**src/rtl/bscan_tap_ctrl.sv**
```systemverilog
// bscan_tap_ctrl: 1149.1-style TAP controller and instruction decoder driving a bc_3 boundary chain.
// Define BSCAN_TAP_CTRL_IDCODE_EN to add the 32-bit IDCODE register and make IDCODE the default instruction.
module bscan_tap_ctrl #(
  parameter int unsigned IR_WIDTH    = 4,
  parameter int unsigned EXTEST_CODE = 0,
  parameter int unsigned SAMPLE_CODE = 1,
  parameter int unsigned IDCODE_CODE = 2,
  parameter logic [31:0] IDCODE_VAL  = 32'h0000_0001
) (
  input  logic       clk,
  input  logic       rst,
  input  logic       tms,
  input  logic       tdi,
  input  logic       chain_so,
  output logic       chain_si,
  output logic       capture_en,
  output logic       shift_dr,
  output logic       update_en,
  output logic       mode,
  output logic       tdo,
  output logic       tdo_en,
  output logic [3:0] tap_state
);

  typedef enum logic [3:0] {
    S_TLR, S_RTI, S_SEL_DR, S_CAP_DR, S_SH_DR, S_EX1_DR, S_PAU_DR, S_EX2_DR,
    S_UPD_DR, S_SEL_IR, S_CAP_IR, S_SH_IR, S_EX1_IR, S_PAU_IR, S_EX2_IR, S_UPD_IR
  } tap_state_e;

`ifdef BSCAN_TAP_CTRL_IDCODE_EN
  localparam bit LP_ID_EN = 1'b1;
`else
  localparam bit LP_ID_EN = 1'b0;
`endif

  localparam logic [IR_WIDTH-1:0] LP_EXTEST     = IR_WIDTH'(EXTEST_CODE);
  localparam logic [IR_WIDTH-1:0] LP_SAMPLE     = IR_WIDTH'(SAMPLE_CODE);
  localparam logic [IR_WIDTH-1:0] LP_IDCODE     = IR_WIDTH'(IDCODE_CODE);
  localparam logic [IR_WIDTH-1:0] LP_IR_CAPTURE = IR_WIDTH'(1);
  localparam logic [IR_WIDTH-1:0] LP_IR_DEFAULT = LP_ID_EN ? LP_IDCODE : {IR_WIDTH{1'b1}};

  tap_state_e          r_state;
  tap_state_e          w_next;
  logic [IR_WIDTH-1:0] r_ir;
  logic [IR_WIDTH-1:0] r_ir_shift;
  logic                r_mode;
  logic                r_bypass;
  logic [31:0]         r_id_shift;
  logic                w_sel_chain;
  logic                w_sel_id;

  // NOTE: state registers use non-blocking assignments so every flop samples pre-edge values.
  always_ff @(posedge clk or posedge rst) begin
    if (rst) r_state <= S_TLR;
    else     r_state <= w_next;
  end

  // NOTE: every always_comb output gets a default first so no path can infer a latch.
  always_comb begin
    w_next = r_state;
    case (r_state)
      S_TLR:    w_next = tms ? S_TLR    : S_RTI;
      S_RTI:    w_next = tms ? S_SEL_DR : S_RTI;
      S_SEL_DR: w_next = tms ? S_SEL_IR : S_CAP_DR;
      S_CAP_DR: w_next = tms ? S_EX1_DR : S_SH_DR;
      S_SH_DR:  w_next = tms ? S_EX1_DR : S_SH_DR;
      S_EX1_DR: w_next = tms ? S_UPD_DR : S_PAU_DR;
      S_PAU_DR: w_next = tms ? S_EX2_DR : S_PAU_DR;
      S_EX2_DR: w_next = tms ? S_UPD_DR : S_SH_DR;
      S_UPD_DR: w_next = tms ? S_SEL_DR : S_RTI;
      S_SEL_IR: w_next = tms ? S_TLR    : S_CAP_IR;
      S_CAP_IR: w_next = tms ? S_EX1_IR : S_SH_IR;
      S_SH_IR:  w_next = tms ? S_EX1_IR : S_SH_IR;
      S_EX1_IR: w_next = tms ? S_UPD_IR : S_PAU_IR;
      S_PAU_IR: w_next = tms ? S_EX2_IR : S_PAU_IR;
      S_EX2_IR: w_next = tms ? S_UPD_IR : S_SH_IR;
      S_UPD_IR: w_next = tms ? S_SEL_DR : S_RTI;
      default:  w_next = S_TLR;
    endcase
  end

  // NOTE: only control/data registers are reset; there is no memory here to leave uninitialised.
  always_ff @(posedge clk or posedge rst) begin
    if (rst) begin
      r_ir       <= LP_IR_DEFAULT;
      r_ir_shift <= '0;
      r_mode     <= (LP_IR_DEFAULT == LP_EXTEST);
    end else begin
      case (r_state)
        S_CAP_IR: r_ir_shift <= LP_IR_CAPTURE;
        S_SH_IR:  r_ir_shift <= {tdi, r_ir_shift[IR_WIDTH-1:1]};
        default:  ;
      endcase
      // Entering Test-Logic-Reset restores the default instruction on the same edge.
      if (w_next == S_TLR) begin
        r_ir   <= LP_IR_DEFAULT;
        r_mode <= (LP_IR_DEFAULT == LP_EXTEST);
      end else if (r_state == S_UPD_IR) begin
        r_ir   <= r_ir_shift;
        r_mode <= (r_ir_shift == LP_EXTEST);
      end
    end
  end

  assign w_sel_chain = (r_ir == LP_EXTEST) || (r_ir == LP_SAMPLE);
  assign w_sel_id    = LP_ID_EN && (r_ir == LP_IDCODE);

  always_ff @(posedge clk or posedge rst) begin
    if (rst)                      r_bypass <= 1'b0;
    else if (r_state == S_CAP_DR) r_bypass <= 1'b0;
    else if (r_state == S_SH_DR)  r_bypass <= tdi;
  end

  // With the feature off w_sel_id is constant 0, so this register never leaves its reset value.
  always_ff @(posedge clk or posedge rst) begin
    if (rst) begin
      r_id_shift <= IDCODE_VAL;
    end else if (w_sel_id) begin
      if (r_state == S_CAP_DR)     r_id_shift <= IDCODE_VAL;
      else if (r_state == S_SH_DR) r_id_shift <= {tdi, r_id_shift[31:1]};
    end
  end

  always_comb begin
    capture_en = 1'b1;
    shift_dr   = 1'b0;
    update_en  = 1'b0;
    tdo        = 1'b0;
    tdo_en     = 1'b0;
    if (w_sel_chain) begin
      capture_en = (r_state != S_CAP_DR);
      shift_dr   = (r_state == S_SH_DR);
      update_en  = (r_state == S_UPD_DR);
    end
    case (r_state)
      S_SH_IR: begin
        tdo_en = 1'b1;
        tdo    = r_ir_shift[0];
      end
      S_SH_DR: begin
        tdo_en = 1'b1;
        if (w_sel_chain)   tdo = chain_so;
        else if (w_sel_id) tdo = r_id_shift[0];
        else               tdo = r_bypass;
      end
      default: ;
    endcase
  end

  assign chain_si  = tdi;
  assign mode      = r_mode;
  assign tap_state = r_state;

endmodule

```
**config.mk**
```make
export PLATFORM = sky130hd
export DESIGN_NAME = bscan_tap_ctrl
export DESIGN_NICKNAME = d
export VERILOG_FILES = /design/src/rtl/bscan_tap_ctrl.sv
export SDC_FILE = /design/constraint.sdc
export NUM_CORES = 1
export LEC_CHECK = 0
export CAP_MARGIN = 30
export CORE_MARGIN = 8
export CORE_UTILIZATION = 51
export CTS_BUF_LIST = sky130_fd_sc_hd__clkbuf_8
export DETAILED_ROUTE_END_ITERATION = 16
export PLACE_DENSITY = 0.84
export SYNTH_ARGS = -nofsm -noshare
export SYNTH_HDL_FRONTEND = slang
export SYNTH_SLANG_ARGS = --single-unit
```
**constraint.sdc**
```tcl
create_clock -name clk -period 1.6 [get_ports clk]
set_input_delay 0.32 -clock clk [delete_from_list [all_inputs] [get_ports clk]]
set_output_delay 0.32 -clock clk [all_outputs]
set_load 0.005 [all_outputs]
```
# --- Yosys cells after proc, flatten, opt, wreduce, memory -nomap -nowiden ---
# Index checks and enable logic that the tools add are counted.
op_classes:
  addsub: 0
  n_mul: 0
  n_div: 0
  order_cmp: 0
  eq_ne: 17
  shifts: 0
  n_mux: 26
  bitwise_logic: 0
  reduce_logical: 12
ops:
  columns: ["op", "count"]
  rows:
  - ["4-bit one-hot mux with 12 select lines", 1]
  - ["4-bit equality test (second input constant)", 8]
  - ["4-bit two-way mux", 6]
  - ["4-bit by 3-bit equality test with 1-bit output (second input constant)", 4]
  - ["4-bit zero test", 4]
  - ["1-bit two-way mux", 12]
  - ["4-bit by 1-bit equality test with 1-bit output (second input constant)", 2]
  - ["4-bit by 2-bit equality test with 1-bit output (second input constant)", 2]
  - ["4-bit one-hot mux with 2 select lines", 1]
  - ["2-bit two-way mux", 3]
  - ["3-bit two-way mux", 2]
  - ["2-bit nonzero test", 3]
  - ["2-bit OR reduction", 3]
  - ["4-bit by 2-bit != test with 1-bit output (second input constant)", 1]
  - ["3-bit OR reduction", 1]
  - ["1-bit one-hot mux with 2 select lines", 1]
  - ["1-bit logical OR", 1]
totals:
  regBits: 14
  latch_bits: 0
  mem_bits_rw: 0
  rom_bits: 0
  inputBits: 5
  output_inout_bits: 11
  elab_cells: 60
  n_memories: 0

# --- Longest topological paths before layout ---
depth:
  depth_word: 5
  depth_mapped: 4
  ltp_nobuf: 3

# --- Worst setup path before layout ---
# No wires, ideal clock.
synth_timing:
  path_kind: "flip-flop to output port"
  startpoint: "reg r_ir[1]"
  endpoint: "out capture_en"
  arrival_time_ns: 1.153
  required_ns: 1.280
  slack_ns: 0.127
  stages_incl_launch_ff: 3
  n_path_buf: 0
  cell_sequence: "dfstp_2 or3_4 or4_1"
synth_between:
  elab_chain_cells: 3
  word_cells_on_any_way: 4
  cone_classes: "eq/ne: 1; mux: 1; reduce/logical: 2"
synth_rtl:
  columns: ["item", "line", "rtl"]
  rows:
  - ["start, declared", "44", "logic [IR_WIDTH-1:0] r_ir;"]
  - ["start signal, assigned", "99", "r_ir <= r_ir_shift;"]
  - ["4-bit by 1-bit equality test with 1-bit output / 4-bit zero test (equally long branches)", "105", "assign w_sel_chain = (r_ir == LP_EXTEST) || (r_ir == LP_SAMPLE);"]
  - ["1-bit logical OR *", "105", null]
  - ["1-bit two-way mux *", "130", "if (w_sel_chain) begin"]
  - ["end, declared", "16", "output logic capture_en,"]
# Every way passes the cells marked *; elsewhere a longest branch is shown, timed or not.

# --- Worst setup path in the final report ---
# Ends and elaborated chain as after synthesis.

==> metrics.md <==
| Metric | Value |
|---|---|
| Status | `complete, but fails checks` |
| Violated checks | `setup timing` |
| Cts bufs inserted | `3` |
| Final setup vio count | `5` |
| Share of cells above drive strength 1 | `31.2%` |
| Post-Syn Instances | `94` |
| Top FF cell, synth | `dfrtp_1` |
| CTS sink count | `13` |
| Fillers | `93` |
| # diodes | `0` |
| Setup tns final | `-1.08 ns` |
| First-pass GRT wire length | `3700 um` |
| Ys async rst share | `100%` |
| Dpl hpwl | `1400 um` |
| Logic pwr share | `59.1%` |
| Largest net degree at the start of global routing | `22` |
| R2R setup slack | `0.09 ns` |
| Reg-to-Reg Start | `tap_state[1]` |
| PwrDens | `1840 mW/mm^2` |
| Library cells used by synthesis | `32` |
| FMAX | `0.524 GHz` |
| Cell area after synthesis | `808 sq um` |
| Critical path required time | `1.28 ns` |
| Std cell rows | `14` |
| I/O Buffers | `15` |
| Synth top area share | `31.0%` |
| Worst Setup EP | `capture_en` |
| H-Tree Depth | `1` |
| Drt first-iter violations | `25` |
| Worst-path clk slew | `0.06 ns` |
| Worst Max-Slew Pin Slew | `0.498 ns` |
| Worst R2R End | `tap_state[0]` |
| Grt total ovfl | `0` |
| Commonest cells in the netlist | `13 x nand2_1, 10 x dfrtp_1, 10 x o21ai_0` |
| NumNets Final | `131` |
| Avg Cell Area, Syn | `8.60 sq um` |
| Setup ws final | `-0.308 ns` |
| Clock buffer depth | `2` |
| P&R area growth vs syn | `46.4%` |
| Vias in the first global route | `830` |
| CTS tree | `done` |
| Post-layout minimum cycle time | `1.91 ns` |
| Number of flops mapped to enable cells by yosys | `0` |
| Unrepaired setup endpoints after global routing | `yes` |
| Yosys top cell by area | `dfrtp_1` |
| Sequential element share of the synthesized area | `40.7%` |
| Clock skew | `0.00257 ns` |
| Switching Fraction | `39.8%` |
| P_sw | `0.867 mW` |
| Final Hold Slack | `0.407 ns` |
| Critical Path Start Type | `flop` |
| Placer Congestion | `0.791` |
| Initial core utilization | `54.3%` |
| Max_cap viols | `0` |
| CP startpoint | `r_ir[1]` |
| P_leak | `0.558 nW` |
| Slew Limit Fails | `0` |
| Synth area leaders | `dfrtp_1 31%, dfstp_2 9.8%, o21ai_0 6.2%` |
| Die extent in y | `55.8 um` |
| Synth warn | `0` |
| Placed Area | `0.00103 sq mm` |
| Total Routing Usage GR | `14.2%` |
| Most common cell in the netlist | `nand2_1` |
| Rel. slew slack | `66.8%` |
| Vias | `826` |
| Total die area | `0.00311 sq mm` |
| Hold Crit Class | `input pin to asynchronous set/reset pin` |
| Worst vdd ir | `943 uV` |
| Power share of the clock group | `12.8%` |
| IO Pins | `16` |
| Wire per inst | `16.6 um` |
| Worst-path fanout max | `4` |
| Total power | `2.18 mW` |
| Final Cell Area | `0.00118 sq mm` |
| Reg2reg path depth | `6` |
| CP Data Arrival Time | `1.59 ns` |
| Final worst-path cycle share | `119%` |
| Final ANT Viol Nets | `0` |
| CORE AREA | `0.00149 sq mm` |
| Seq pwr share | `28.1%` |
| Critical Path End Type | `primary output` |
| Drt pass-1 iters | `4` |
| Syn Nets | `99` |
| DRC | `0` |
| Setup WS pre-CTS | `-0.351 ns` |
| Initial antenna violation count | `0` |
| Pint | `1.31 mW` |
| Drt total wl | `2340 um` |
| Root Buffer | `clkbuf_8` |
| Die X | `55.8 um` |
| Setup CP Type | `flop to primary output` |
| Synthesis-stage register bit count | `13` |
| Fin. Hold Viols | `0` |
| Vias per inst | `5.86` |
| Clk Latency, worst-skew pair | `0.24 ns` |
## cell type report
cell class                 instances  area [sq um]  share of cell area (%)
sequential                        13           329                    27.8
inverter                           4          15.0                    1.27
timing repair buffer              35           324                    27.4
clock inverter                     1          3.75                   0.317
clock buffer                       3          41.3                    3.49
tap                               16          20.0                    1.69
multi-input combinational         69           450                    38.1
## power by group through the flow
stage / clock (mW) / combinational, mW / sequential [mW]
after floorplan: 0 / 0.626 / 0.607
after global placement: 0 / 1.02 / 0.589
after detailed placement: 0 / 1.06 / 0.598
after CTS: 0.283 / 1.18 / 0.596
after global routing: 0.298 / 1.41 / 0.627
final: 0.279 / 1.29 / 0.613
## placed cells by master, fill, tap and decap left out, types with 2 or more instances in the layout
master	count
a21oi_1	5
a31oi_1	3
buf_2	2
buf_4	14
buf_6	5
clkbuf_8	3
clkdlybuf4s15_1	2
clkdlybuf4s50_1	5
dfrtp_1	10
dfstp_2	3
dlygate4sd2_1	2
dlymetal6s2s_1	2
inv_1	5
mux2i_1	3
nand2_1	13
nand3_1	2
nor2_1	3
nor2b_1	5
nor4_1	2
nor4b_1	2
o211ai_1	2
o21ai_0	9
## critical path, stage by stage, from the launching register on
cell and delay, ns:
dfstp_2 0.37, or3_4 0.42, or4_4 0.43, buf_6 0.13
## flip-flops by register name, indices dropped and copies added, names as in the netlist
signal,flops
mode,1
tap_state,4
r_ir_shift,4
r_bypass,1
r_ir,3
## per-stage QoR
step	cells	utilization, %
after floorplan	94	-
after global placement	130	69.5
after detailed placement	130	69.5
after CTS	140	76.0
after global routing	141	79.5
final	141	79.5
## kinds of logic after synthesis
kind of cell              count (synthesis)  share of synthesized area (%)
and+or+nand+nor                          39                           28.0
AOI/OAI and AO/OA                        25                           18.3
DFF                                      13                           40.7
buffers and inverters                    12                           6.97
muxes                                     4                           4.95
xor gates and xnor gates                  1                           1.08
## how the worst min path moves through the flow
stage | from | to | slack, ns | cells past startpoint
finish | rst | tap_state[2] | 0.41 | 2
global route | rst | tap_state[1] | 0.44 | 2
CTS | rst | tap_state[1] | 0.42 | 2
detailed placement | r_ir[1] | r_ir[1] | 0.47 | 2
global placement | r_ir[3] | r_ir[3] | 0.47 | 2
floorplan | rst | mode | 0.19 | 1
## what timing repair did
action	CTS	global route
hold buffers	0	0
resized for setup	26	15
setup endpoints to repair	10	10
pin swaps	2	2
buffers inserted	6	1
## layer usage
| metal | part of all wire [%] | global-route usage, % | wire [um] |
|---|---|---|---|
| met5 | 0 | 0 | 0 |
| met4 | 3.4 | 9.28 | 80 |
| met3 | 6.1 | 3.42 | 143 |
| met2 | 48 | 24.0 | 1130 |
| met1 | 42 | 15.2 | 986 |
(Power assumes the default switching activity.)
